`src/rtl/score_renderer_pkg.sv`:
```
// Shared types and default geometry for the score renderer.
//   bcd_t        : one packed BCD digit
//   DEF_*        : default pixel geometry / widths used as parameter defaults
package score_renderer_pkg;

  typedef logic [3:0] bcd_t;

  localparam int unsigned DEF_PIXEL_DISPLAY_BIT = 9;
  localparam int unsigned DEF_NUM_DIGITS        = 3;
  localparam int unsigned DEF_SCORE_W           = 10;
  localparam int unsigned DEF_ORIGIN_X          = 445;
  localparam int unsigned DEF_ORIGIN_Y          = 466;
  localparam int unsigned DEF_DIGIT_W           = 10;
  localparam int unsigned DEF_DIGIT_H           = 10;
  localparam int unsigned DEF_DIGIT_GAP         = 5;

endpackage

```
`src/rtl/score_renderer_bcd_counter.sv`:
```
// NUM_DIGITS-wide BCD up-counter with clear, saturate/wrap and sticky overflow.
//   clk_i, rst_i : clock, synchronous active-high reset (highest priority)
//   clr_i        : clear value to zero (beats inc_i)
//   inc_i        : add one with decimal ripple carry
//   value_o      : BCD value, index NUM_DIGITS-1 is the most significant digit
//   overflow_o   : sticky, set when an increment carries out of all-nines
module bcd_counter
  import score_renderer_pkg::*;
#(
  parameter int unsigned NUM_DIGITS = DEF_NUM_DIGITS,
  parameter bit          SATURATE   = 1'b1
) (
  input  logic                   clk_i,
  input  logic                   rst_i,
  input  logic                   inc_i,
  input  logic                   clr_i,
  output bcd_t [NUM_DIGITS-1:0]  value_o,
  output logic                   overflow_o
);

  bcd_t [NUM_DIGITS-1:0] value_q, value_d, inc_val;
  logic                  ovf_q, ovf_d;
  logic                  carry;

  // Ripple increment from the least significant digit; carry survives all-nines.
  always_comb begin
    inc_val = value_q;
    carry   = 1'b1;
    for (int unsigned i = 0; i < NUM_DIGITS; i++) begin
      if (carry) begin
        if (value_q[i] == 4'd9) begin
          inc_val[i] = 4'd0;
        end else begin
          inc_val[i] = value_q[i] + 4'd1;
          carry      = 1'b0;
        end
      end
    end

    value_d = value_q;
    ovf_d   = ovf_q;
    if (clr_i) begin
      value_d = '0;
    end else if (inc_i) begin
      if (carry) begin
        // inc_val is all zeros here, which is exactly the wrap result
        ovf_d   = 1'b1;
        value_d = SATURATE ? value_q : inc_val;
      end else begin
        value_d = inc_val;
      end
    end
  end

  always_ff @(posedge clk_i) begin
    if (rst_i) begin
      value_q <= '0;
      ovf_q   <= 1'b0;
    end else begin
      value_q <= value_d;
      ovf_q   <= ovf_d;
    end
  end

  assign value_o    = value_q;
  assign overflow_o = ovf_q;

endmodule

```
`src/rtl/score_renderer.sv`:
```
// Renders a NUM_DIGITS decimal score as glyph cells on a scanned display.
//   clock_25, sync_reset  : pixel clock, synchronous active-high reset
//   score, show_hi        : binary score, select high score for display
//   X, Y                  : current scan pixel
//   number_pixel          : glyph ROM bit for (selected_score_number, glyph_addr)
//   selected_score_number : BCD digit under the scan (stage 1)
//   glyph_addr            : offset inside the glyph cell (stage 1)
//   score_enable          : foreground pixel, 2 cycles after X/Y (stage 2)
//   overflow              : sticky BCD overflow
module score_renderer
  import score_renderer_pkg::*;
#(
  parameter int unsigned PIXEL_DISPLAY_BIT = DEF_PIXEL_DISPLAY_BIT,
  parameter int unsigned NUM_DIGITS        = DEF_NUM_DIGITS,
  parameter int unsigned SCORE_W           = DEF_SCORE_W,
  parameter int unsigned ORIGIN_X          = DEF_ORIGIN_X,
  parameter int unsigned ORIGIN_Y          = DEF_ORIGIN_Y,
  parameter int unsigned DIGIT_W           = DEF_DIGIT_W,
  parameter int unsigned DIGIT_H           = DEF_DIGIT_H,
  parameter int unsigned DIGIT_GAP         = DEF_DIGIT_GAP,
  parameter bit          SATURATE          = 1'b1,
  parameter bit          BLANK_LZ          = 1'b1
) (
  input  logic                                  clock_25,
  input  logic                                  sync_reset,
  input  logic [SCORE_W-1:0]                    score,
  input  logic                                  show_hi,
  input  logic [PIXEL_DISPLAY_BIT:0]            X,
  input  logic [PIXEL_DISPLAY_BIT:0]            Y,
  input  logic                                  number_pixel,
  output logic [3:0]                            selected_score_number,
  output logic [$clog2(DIGIT_W*DIGIT_H)-1:0]    glyph_addr,
  output logic                                  score_enable,
  output logic                                  overflow
);

  localparam int unsigned GLYPH_AW = $clog2(DIGIT_W*DIGIT_H);
  localparam int unsigned PITCH    = DIGIT_W + DIGIT_GAP;
  localparam int unsigned IDX_W    = (NUM_DIGITS > 1) ? $clog2(NUM_DIGITS) : 1;

  bcd_t [NUM_DIGITS-1:0] cur_bcd;
  bcd_t [NUM_DIGITS-1:0] hi_q, hi_d;
  bcd_t [NUM_DIGITS-1:0] disp_q, disp_d;
  logic [SCORE_W-1:0]    score_prev_q, score_prev_d;
  logic                  inc_c, clr_c;

  logic                  in_cell_q, in_cell_d;
  logic [IDX_W-1:0]      idx_q, idx_d;
  bcd_t                  sel_q, sel_d;
  logic [GLYPH_AW-1:0]   addr_q, addr_d;
  logic                  en_q, en_d;
  logic                  lead_zero_c, blank_c;

  // Catch-up one step per cycle; a lower score means a new round.
  assign inc_c = (score > score_prev_q);
  assign clr_c = (score < score_prev_q);

  bcd_counter #(
    .NUM_DIGITS (NUM_DIGITS),
    .SATURATE   (SATURATE)
  ) u_bcd_counter (
    .clk_i      (clock_25),
    .rst_i      (sync_reset),
    .inc_i      (inc_c),
    .clr_i      (clr_c),
    .value_o    (cur_bcd),
    .overflow_o (overflow)
  );

  // Score tracking, high score and once-per-frame display latch.
  always_comb begin
    score_prev_d = score_prev_q;
    hi_d         = hi_q;
    disp_d       = disp_q;
    if (clr_c) begin
      score_prev_d = '0;
    end else if (inc_c) begin
      score_prev_d = score_prev_q + SCORE_W'(1);
    end
    // BCD order matches numeric order, so a plain vector compare suffices
    if (cur_bcd > hi_q) begin
      hi_d = cur_bcd;
    end
    if (X == '0 && Y == '0) begin
      disp_d = show_hi ? hi_q : cur_bcd;
    end
  end

  // Stage 1: locate the scan pixel inside a digit cell.
  always_comb begin
    in_cell_d = 1'b0;
    idx_d     = '0;
    sel_d     = '0;
    addr_d    = '0;
    for (int unsigned i = 0; i < NUM_DIGITS; i++) begin
      if (32'(X) >= ORIGIN_X + i*PITCH && 32'(X) < ORIGIN_X + i*PITCH + DIGIT_W &&
          32'(Y) >= ORIGIN_Y && 32'(Y) < ORIGIN_Y + DIGIT_H) begin
        in_cell_d = 1'b1;
        idx_d     = IDX_W'(i);
        sel_d     = disp_q[NUM_DIGITS-1-i];
        addr_d    = GLYPH_AW'((32'(Y) - ORIGIN_Y)*DIGIT_W + (32'(X) - ORIGIN_X - i*PITCH));
      end
    end
  end

  // Leading-zero blanking for the stage-1 digit; the last digit always shows.
  always_comb begin
    lead_zero_c = 1'b1;
    for (int unsigned j = 0; j < NUM_DIGITS; j++) begin
      if (j <= 32'(idx_q) && disp_q[NUM_DIGITS-1-j] != 4'd0) begin
        lead_zero_c = 1'b0;
      end
    end
    blank_c = BLANK_LZ && lead_zero_c && (32'(idx_q) != NUM_DIGITS - 1);
    en_d    = number_pixel && in_cell_q && !blank_c;
  end

  always_ff @(posedge clock_25) begin
    if (sync_reset) begin
      score_prev_q <= '0;
      hi_q         <= '0;
      disp_q       <= '0;
      in_cell_q    <= 1'b0;
      idx_q        <= '0;
      sel_q        <= '0;
      addr_q       <= '0;
      en_q         <= 1'b0;
    end else begin
      score_prev_q <= score_prev_d;
      hi_q         <= hi_d;
      disp_q       <= disp_d;
      in_cell_q    <= in_cell_d;
      idx_q        <= idx_d;
      sel_q        <= sel_d;
      addr_q       <= addr_d;
      en_q         <= en_d;
    end
  end

  assign selected_score_number = sel_q;
  assign glyph_addr            = addr_q;
  assign score_enable          = en_q;

endmodule

```
`config.mk`:
```
export PLATFORM = sky130hd
export DESIGN_NAME = score_renderer
export DESIGN_NICKNAME = d
export VERILOG_FILES = /design/src/rtl/score_renderer_pkg.sv /design/src/rtl/score_renderer_bcd_counter.sv /design/src/rtl/score_renderer.sv
export SDC_FILE = /design/constraint.sdc
export NUM_CORES = 1
export LEC_CHECK = 0
export CORE_MARGIN = 8
export CORE_UTILIZATION = 40
export CTS_CLUSTER_SIZE = 25
export DETAILED_ROUTE_END_ITERATION = 12
export GPL_ROUTABILITY_DRIVEN = 0
export SLEW_MARGIN = 40
export SYNTH_ARGS = -nofsm -noshare
export SYNTH_HDL_FRONTEND = slang
export SYNTH_SLANG_ARGS = --single-unit
```
`constraint.sdc`:
```
create_clock -name clock_25 -period 3.25 [get_ports clock_25]
set_input_delay 0.325 -clock clock_25 [delete_from_list [all_inputs] [get_ports clock_25]]
set_output_delay 0.325 -clock clock_25 [all_outputs]
set_load 0.02 [all_outputs]
```
Word-level counts from Yosys, hierarchy flattened. Index checks and enable logic that the tools add are counted.

Add/sub/neg operators: 11. Multipliers: 1. Order comparisons: 13. Equal/unequal tests: 4. Mux-type cells: 23. Bitwise gates (word level): 2. Reductions and logical operators: 27.

Operator list (count): 10-bit by 9-bit greater-or-equal comparator with 1-bit output, second input constant (4); 10-bit by 9-bit less-than comparator with 1-bit output, second input constant (4); 32-bit by 3-bit multiplier with 6-bit output, second input constant (1); 4-bit 2-to-1 mux (6); 7-bit adder (3); 7-bit 2-to-1 mux (3); 10-bit zero test (2); 1-bit logical AND (15); 7-bit by 6-bit subtractor with 7-bit output, second input constant (2); 4-bit by 1-bit adder with 4-bit output, second input constant (3); 4-bit equality test, second input constant (3); 12-bit greater-than comparator (1); 1-bit 2-to-1 mux (12); 12-bit 2-to-1 mux (1); 4-bit nonzero test (3); 10-bit by 9-bit subtractor with 11-bit output, second input constant (1); 10-bit by 1-bit adder with 10-bit output, second input constant (1); 10-bit greater-than comparator (1); 10-bit less-than comparator (1); 3-bit AND reduction (3); 7-bit by 4-bit subtractor with 7-bit output, second input constant (1); 2-bit OR reduction (2); 1-bit by 2-bit less-or-equal comparator with 1-bit output, first input constant (1); 2-bit less-or-equal comparator, first input constant (1); 5 further kinds (6).

Register bits: 62. Input bits: 34. Output and inout bits: 13. Logic and storage cells: 98.

Depth between registers and ports, before layout. Gate-level depths: netlist of the first run.

Depth in word-level cells: 7. Gate-level depth with buffers: 14. Gate-level depth less buffers: 13.

Hierarchy. From an unflattened synthesis of the first run, not the netlist that was laid out.

Cell total of the unflattened synthesis: 509. Area total of the unflattened synthesis: 4315.4 µm².

By module, submodules not included: score_renderer (times used 1, cells an instance 437, area an instance 3656.0 µm², seq. area each 980.9 µm²); bcd_counter (times used 1, cells an instance 72, area an instance 659.4 µm², seq. area each 260.2 µm²).

Worst setup path before layout of the first run. Ideal clock, no wire load.

Path kind: input to register. Start point: input Y[1]. End point: register addr_q[6], in the netlist glyph_addr[6]. Setup time: 0.122 ns. Data arrival time: 3.149 ns. Data required time: 3.128 ns. Setup slack: -0.021 ns. Stages on the path: 13. Buffers on the path: 0. Cells stage by stage: inv_1 -> ha_1 -> xor2_1 -> ha_1 -> ha_1 -> fa_1 -> ha_1 -> inv_1 -> ha_1 -> a21oi_1 -> o21ai_0 -> xor2_1 -> a221o_1.

Word-level cells in the longest chain between the ends: 6. Elaborated cells on any way between the ends: 16. Classes of those cells: add/sub (4); mul (1); order compare (2); mux (3); reduce/logical (6).

RTL lines: start, declared (line score_renderer.sv:29) `input logic [PIXEL_DISPLAY_BIT:0] Y,`; 10-bit by 9-bit subtractor with 11-bit output or 10-bit by 9-bit greater-or-equal comparator with 1-bit output (tied branches) (line score_renderer.sv:101, score_renderer.sv:97); 32-bit by 3-bit multiplier with 6-bit output or 1-bit logical AND (tied branches) (line score_renderer.sv:101, score_renderer.sv:96); 7-bit adder or 1-bit logical AND (tied branches) (line score_renderer.sv:101, score_renderer.sv:97); 7-bit 2-to-1 mux (2 in series) (line score_renderer.sv:96) `if (32'(X) >= ORIGIN_X + i*PITCH && 32'(X) < ORIGIN_X + i*PITCH + DIGIT_W &&`; 7-bit 2-to-1 mux (*) (line score_renderer.sv:96); end signal, assigned (line score_renderer.sv:135) `addr_q <= addr_d;`; end, declared (line score_renderer.sv:50) `logic [GLYPH_AW-1:0] addr_q, addr_d;`.

Mark *: on every way between the ends. The rest lies on a longest branch, timed or not. A chain may end at the register's enable or synchronous reset.

Final worst setup path of the first run.
Start point: input Y[3]. End point: register addr_q[6], in the netlist glyph_addr[6].

The elaborated chain is that of the path after synthesis.

==> flow_summary.yaml, run 1 <==
pwr:
  combPwrFrac_pct: 33.9
  power.density_nw_per_um2: 377
  p_sw_share_pct: 33.0
  seqPwrFrac_pct: 37.0
  p_leak_nw: 2.19
  vdd_drop_max_mv: 0.185
  fin_total_pwr_w: 0.00209
  power_frac_clock_pct: 29.1
  p_switching_w: 0.000688
  p_int_w: 0.00140
synth:
  syn_nets: 611
  synth-seq-cells: 62
  async_flop_share_pct: 0
  synthCells: 523
  synth_compound_area_share_pct: 16.3
  synth-edff-count: 0
  synth-main-ff-cell: "dfxtp_1"
  synth_cell_types: 58
  synth_warnings: 0
  synth-simple-area-share_pct: 19.6
  synth_top_family_by_area: "simple AND/OR/NAND/NOR gates"
  synth-xor-area-share_pct: 5.52
  syn_area_sq_um: 4470
  syn_avg_cell_area_sq_um: 8.55
  synth_seq_area_share_pct: 27.8
  synth_fa_ha_area_share_pct: 16.3
  synth_mux_area_share_pct: 6.69
clocking:
  clockBufferDepth: 2
  cts_tree: "yes"
  cts_root_buf: "clkbuf_8"
  path_clk_slew_ps: 70
  numClockSinks: 62
  postCtsHoldBufs: 0
  clock_latency_ps: 360
  htreeDepth: 3
  numCtsBuffers: 9
floorplan:
  die_w_microns: 122
  die_area_sq_um: 14800
  placeableCoreArea_sq_um: 10900
  ioPinCount: 47
  row_count: 38
  die_y_microns: 122
  initial_core_util_pct: 41.0
route:
  dr.pass1.iters: 7
  ant_nets: 0
  finalWirelength_mm: 11.2
  drc: 0
  wl_per_cell_microns: 15.2
  via_per_inst: 5.38
  drtIter0Drc: 292
  vias: 3973
setup_path:
  cp_max_fo: 4
  cp_data_arrival_time_ps: 3410
  slowest_stage: "fa_2"
  max_stage_delay_ps: 620
  cp_num_buf_inv: 3
  path_class: "in2reg"
  critPathTopFamily: "adder cells"
  path_common_cell: "ha_1"
  required_ps: 3490
  crit_path_end_kind: "register"
  setup.worst_path.start_class: "input port"
  crit_chain: "clkdlybuf4s50_1 -> nor3_2 -> xnor2_1 -> ha_1 -> fa_2 -> buf_6 -> inv_1 -> ha_1 -> xnor3_1 -> xor2_1 -> a221o_1"
sta:
  max_slew_margin_pct: 55.5
  period_needed_ps: 3170
  fmax_ghz: 0.315
  clock_skew_ps: 8.54
  period_share_pct: 97.6
  worst_pin_slew_ps: 666
  finalSetupViolations: 0
  final_hold_viol_count: 0
  slew_violations: 0
flow_run:
  drv_cap: 0
global_routing:
  grt.total_usage_pct: 15.2
  grt_overflow: 0
  antenna_found_initial: 0
  grt_pass1_vias: 3833
  grt_pass1_wl_mm: 18.2
  grt_max_degree: 36
final_layout:
  final_util_pct: 50.8
  antennaDiodeCount: 0
  area_growth_pct: 23.8
  drive_gt1_share_pct: 13.9
  nets: 681
placed_design:
  portBuffers: 46
  hpwl_mm: 8.71
hold_path:
  hold_class: "reg2reg"
run_status:
  outcome: "completed"
cell usage in the layout, fill, tap and decap left out, types with 7 or more instances in the layout:
cell type,Yosys,layout
a21oi_1,36,36
nand2_1,25,25
inv_1,60,57
nor4_1,9,9
xnor2_1,19,18
or4_1,8,8
nand4_1,8,8
o31ai_1,9,9
clkbuf_8,0,9
ha_1,47,43
clkdlybuf4s50_1,0,44
mux2_2,9,9
mux2i_1,16,16
buf_4,1,37
o21ai_0,25,24
nor3_1,13,12
dfxtp_1,62,62
nand3_1,24,24
a21o_1,9,9
nor2_1,30,30
a222oi_1,7,7
power groups by stage:
stage | Sequential (W) | Clock, W | Combinational (W)
2_1_floorplan | 0.000787 | 0 | 0.000452
3_3_place_gp | 0.000790 | 0 | 0.000648
3_5_place_dp | 0.000790 | 0 | 0.000667
4_1_cts | 0.000772 | 0.000627 | 0.000698
5_1_grt | 0.000773 | 0.000662 | 0.000778
6_report | 0.000772 | 0.000608 | 0.000707
registers in the layout, summed over array words and instances (netlist names):
name	count
score_prev_q	10
disp_q	12
selected_score_number	4
u_bcd_counter.overflow_o	1
u_bcd_counter.value_o	12
in_cell_q	1
hi_q	12
idx_q	2
glyph_addr	7
score_enable	1
cells in the mapped netlist, drive strengths merged (3+ instances only):
| library cell | n | area share, % |
|---|---|---|
| ha | 47 | 13 |
| or4 | 8 | 1.3 |
| a21o | 9 | 1.5 |
| nor2b | 6 | 0.84 |
| fa | 7 | 3.1 |
| nand2 | 25 | 2.1 |
| a221o | 4 | 0.90 |
| buf | 9 | 1.3 |
| a31oi | 5 | 0.70 |
| o21ai | 28 | 3.1 |
| o31ai | 9 | 1.5 |
| mux2i | 16 | 3.6 |
| a21oi | 36 | 4.0 |
| a222oi | 7 | 1.6 |
| mux2 | 12 | 3.1 |
| nor2 | 30 | 2.5 |
| and3 | 5 | 0.70 |
| or3 | 6 | 0.84 |
| nand4 | 8 | 1.1 |
| and4 | 3 | 0.59 |
| nor4 | 10 | 1.7 |
| nand3b | 3 | 0.50 |
| nor4b | 4 | 0.78 |
| xnor2 | 19 | 3.7 |
| xor2 | 4 | 0.78 |
| nor3 | 15 | 1.9 |
| inv | 60 | 5.0 |
| clkbuf | 17 | 1.4 |
| nand3 | 24 | 2.7 |
| dfxtp | 62 | 28 |
kinds of logic (layout without fill, tap and decap cells):
group                      after synthesis  in the layout
xor gates and xnor gates                25             25
muxes                                   28             28
AOI/OAI and AO/OA                      111            111
adders and majority gates               54             54
buffers and inverters                   86            161
DFF                                     62             62
and+or+nand+nor                        157            157
path summary, 6_finish.rpt:
| check | startpoint | end | slack, ps | depth (start not counted) |
|---|---|---|---|---|
| max | Y[3] | glyph_addr[6] | 80 | 11 |
| min | in_cell_q | score_enable | 440 | 2 |
| max reg2reg | score_prev_q[3] | u_bcd_counter.value_o[10] | 730 | 9 |
| min reg2reg | in_cell_q | score_enable | 440 | 2 |
worst min-delay path, stage by stage (launching register included):
cell and delay, ps:
dfxtp_1 300, nand2_1 50, a311oi_1 50
timing repair:
item / CTS / global route
buffers inserted: 2 / 0
setup endpoints to repair: 1 / 2
gates cloned: 0 / 0
resized for setup: 6 / 9
hold endpoints to repair: 0 / 0
pin swaps: 5 / 4
per-stage QoR:
stage	setup WS, ps	setup TNS, ps	cell area (sq um)	instances	hold slack, ps
after floorplan	36.5	0	4480	523	406
after global placement	-486	-780	5280	720	422
after global routing	-39.0	-39.0	5530	738	455
final	78.1	0	5530	738	439
after detailed placement	-529	-918	5280	720	430
after CTS	22.6	0	5500	738	442
layer usage:
metal	track usage, %	vias to the layer above	routed length, microns
met5	0	-	0
met4	5.71	0	231
met1	17.6	1854	4900
met3	3.75	17	485
met2	26.7	85	5590
li1	-	2017	-
area by class of cell:
type	instances	area [sq um]
timing repair buffer	85	774
tap	140	175
sequential	62	1240
clock inverter	7	50.0
clock buffer	9	124
multi-input combinational	375	2940
inverter	60	228
fill	1001	5350
No activity file was read; power rests on OpenSTA's default activity.
==> inputs of run 2 (changes only) <==
- CORE_UTILIZATION: 40 -> 50
- PLACE_DENSITY: default -> 0.75
==> flow_summary.yaml, run 2 (same netlist as run 1, synthesis figures left out) <==
sta:
  finalSetupViolations: 0
  clock_skew_ps: 12.4
  final_hold_viol_count: 0
  fmax_ghz: 0.323
  slew_violations: 0
  worst_pin_slew_ps: 618
  finalSetupTns_ps: 0
  max_slew_margin_pct: 58.3
  rsz0062_at_grt: "false"
  period_needed_ps: 3090
  finalWorstSetupSlack_ps: 157
  period_share_pct: 95.2
placed_design:
  placed_cell_area_sq_um: 5250
  hpwl_mm: 8.81
  portBuffers: 46
  place_ws_ps: -559
setup_path:
  setup.worst_path.start_class: "input port"
  cp_max_fo: 2
  cp_num_buf_inv: 4
  crit_chain: "dlygate4sd2_1 -> inv_2 -> ha_2 -> xor2_1 -> ha_1 -> ha_2 -> fa_2 -> buf_6 -> inv_1 -> ha_1 -> xnor3_1 -> xor2_1 -> a221o_1"
  critPathTopFamily: "adder cells"
  crit_path_end_kind: "register"
  required_ps: 3490
  max_stage_delay_ps: 580
  path_class: "in2reg"
  cp_data_arrival_time_ps: 3330
  slowest_stage: "fa_2"
clocking:
  numCtsBuffers: 9
  clock_latency_ps: 350
  path_clk_slew_ps: 70
  clockBufferDepth: 2
  cts_tree: "yes"
  cts_root_buf: "clkbuf_8"
  numClockSinks: 62
  postCtsHoldBufs: 0
  htreeDepth: 3
pwr:
  power.density_nw_per_um2: 392
  p_leak_nw: 2.20
  vdd_drop_max_mv: 0.250
route:
  drc: 0
  dr.pass1.iters: 7
  drtIter0Drc: 250
  vias: 4100
  wl_per_cell_microns: 15.9
  via_per_inst: 5.79
  ant_nets: 0
  finalWirelength_mm: 11.3
global_routing:
  grt_pass1_vias: 4088
  grt_overflow: 0
  grt_pass1_wl_mm: 18.9
  grtUsageMet2_pct: 31.6
  top_usage_layer: "met2"
  grt_max_degree: 23
  antenna_found_initial: 0
  use_met3_pct: 3.90
  grt_util_met1_pct: 20.8
  grt.total_usage_pct: 18.0
floorplan:
  placeableCoreArea_sq_um: 8680
  die_area_sq_um: 12200
  die_y_microns: 111
  initial_core_util_pct: 51.5
  ioPinCount: 47
  row_count: 34
  die_w_microns: 111
final_layout:
  nFillCells: 743
  antennaDiodeCount: 0
  drive_gt1_share_pct: 13.8
  area_growth_pct: 22.8
  multi_input_area_sq_um: 2920
  seqCellArea_sq_um: 1240
  nets: 683
  final_util_pct: 63.2
  final_common_cell: "dfxtp_1"
  final_cell_mix: "62 x dfxtp_1, 57 x inv_1, 43 x ha_1, 43 x clkdlybuf4s50_1, 40 x buf_4"
  postLayoutCellArea_sq_um: 5490
hold_path:
  hold_class: "reg2reg"
flow_run:
  drv_cap: 0
run_status:
  outcome: "completed"
[run 2: cell types whose count changed in the layout (fill, tap and decap cells not counted), sizes merged]
cell	delta
buf	+2
dlygate4sd2	+2
bufinv	+1
clkdlybuf4s50	-1
clkinvlp	-1
dlymetal6s2s	-1
[run 2: per-layer routing]
metal,share of wire [%],vias up
met5,0,-
met4,1.8,0
met3,4.1,18
met2,51,95
met1,43,1969
li1,-,2018
[run 2: layout make-up]
type / instances / area share [%]
Multi-Input combinational cell: 375 / 53.2
Sequential cell: 62 / 22.6
Timing Repair Buffer: 87 / 14.1
Inverter: 60 / 4.10
Tap cell: 108 / 2.46
Clock buffer: 9 / 2.26
Clock inverter: 7 / 1.32
[run 2: worst reg2reg max path: stages (launching register included)]
cell	delay (ps)
dfxtp_1	370
inv_1	90
ha_1	290
a21o_1	160
a21o_1	180
a221o_1	400
a221o_1	530
nand2_1	290
buf_4	200
a21oi_1	50
[run 2: worst paths after layout]
| check | from | end | slack (ps) | depth (start not counted) |
|---|---|---|---|---|
| setup / recovery | Y[1] | glyph_addr[6] | 160 | 13 |
| hold / removal | in_cell_q | score_enable | 440 | 2 |
| setup reg to reg | score_prev_q[3] | u_bcd_counter.value_o[3] | 580 | 9 |
| hold reg to reg | in_cell_q | score_enable | 440 | 2 |
[run 2: metrics by stage]
step / std cells / hold WS (ps) / total power (W)
4_1_cts: 707 / 442 / 0.00216
6_report: 708 / 435 / 0.00215
2_1_floorplan: 523 / 406 / 0.00124
3_5_place_dp: 690 / 429 / 0.00147
5_1_grt: 708 / 467 / 0.00227
3_3_place_gp: 690 / 433 / 0.00144
[run 2: power breakdown]
part / internal [W] / switching [W]
logic: 0.000348 / 0.000341
clock network: 0.000355 / 0.000331
registers: 0.000765 / 0.00000778
[run 2: timing repair]
item | CTS | global route
buffers inserted | 1 | 1
cloned | 0 | 0
setup endpoints to repair | 1 | 2
pin swaps | 8 | 1
gates resized for setup | 10 | 2
==> inputs of run 3 (changes only) <==
- SLEW_MARGIN: 40 -> default
==> results of run 3 <==
No change in the layout: final DEF, timing and power equal those of run 2.
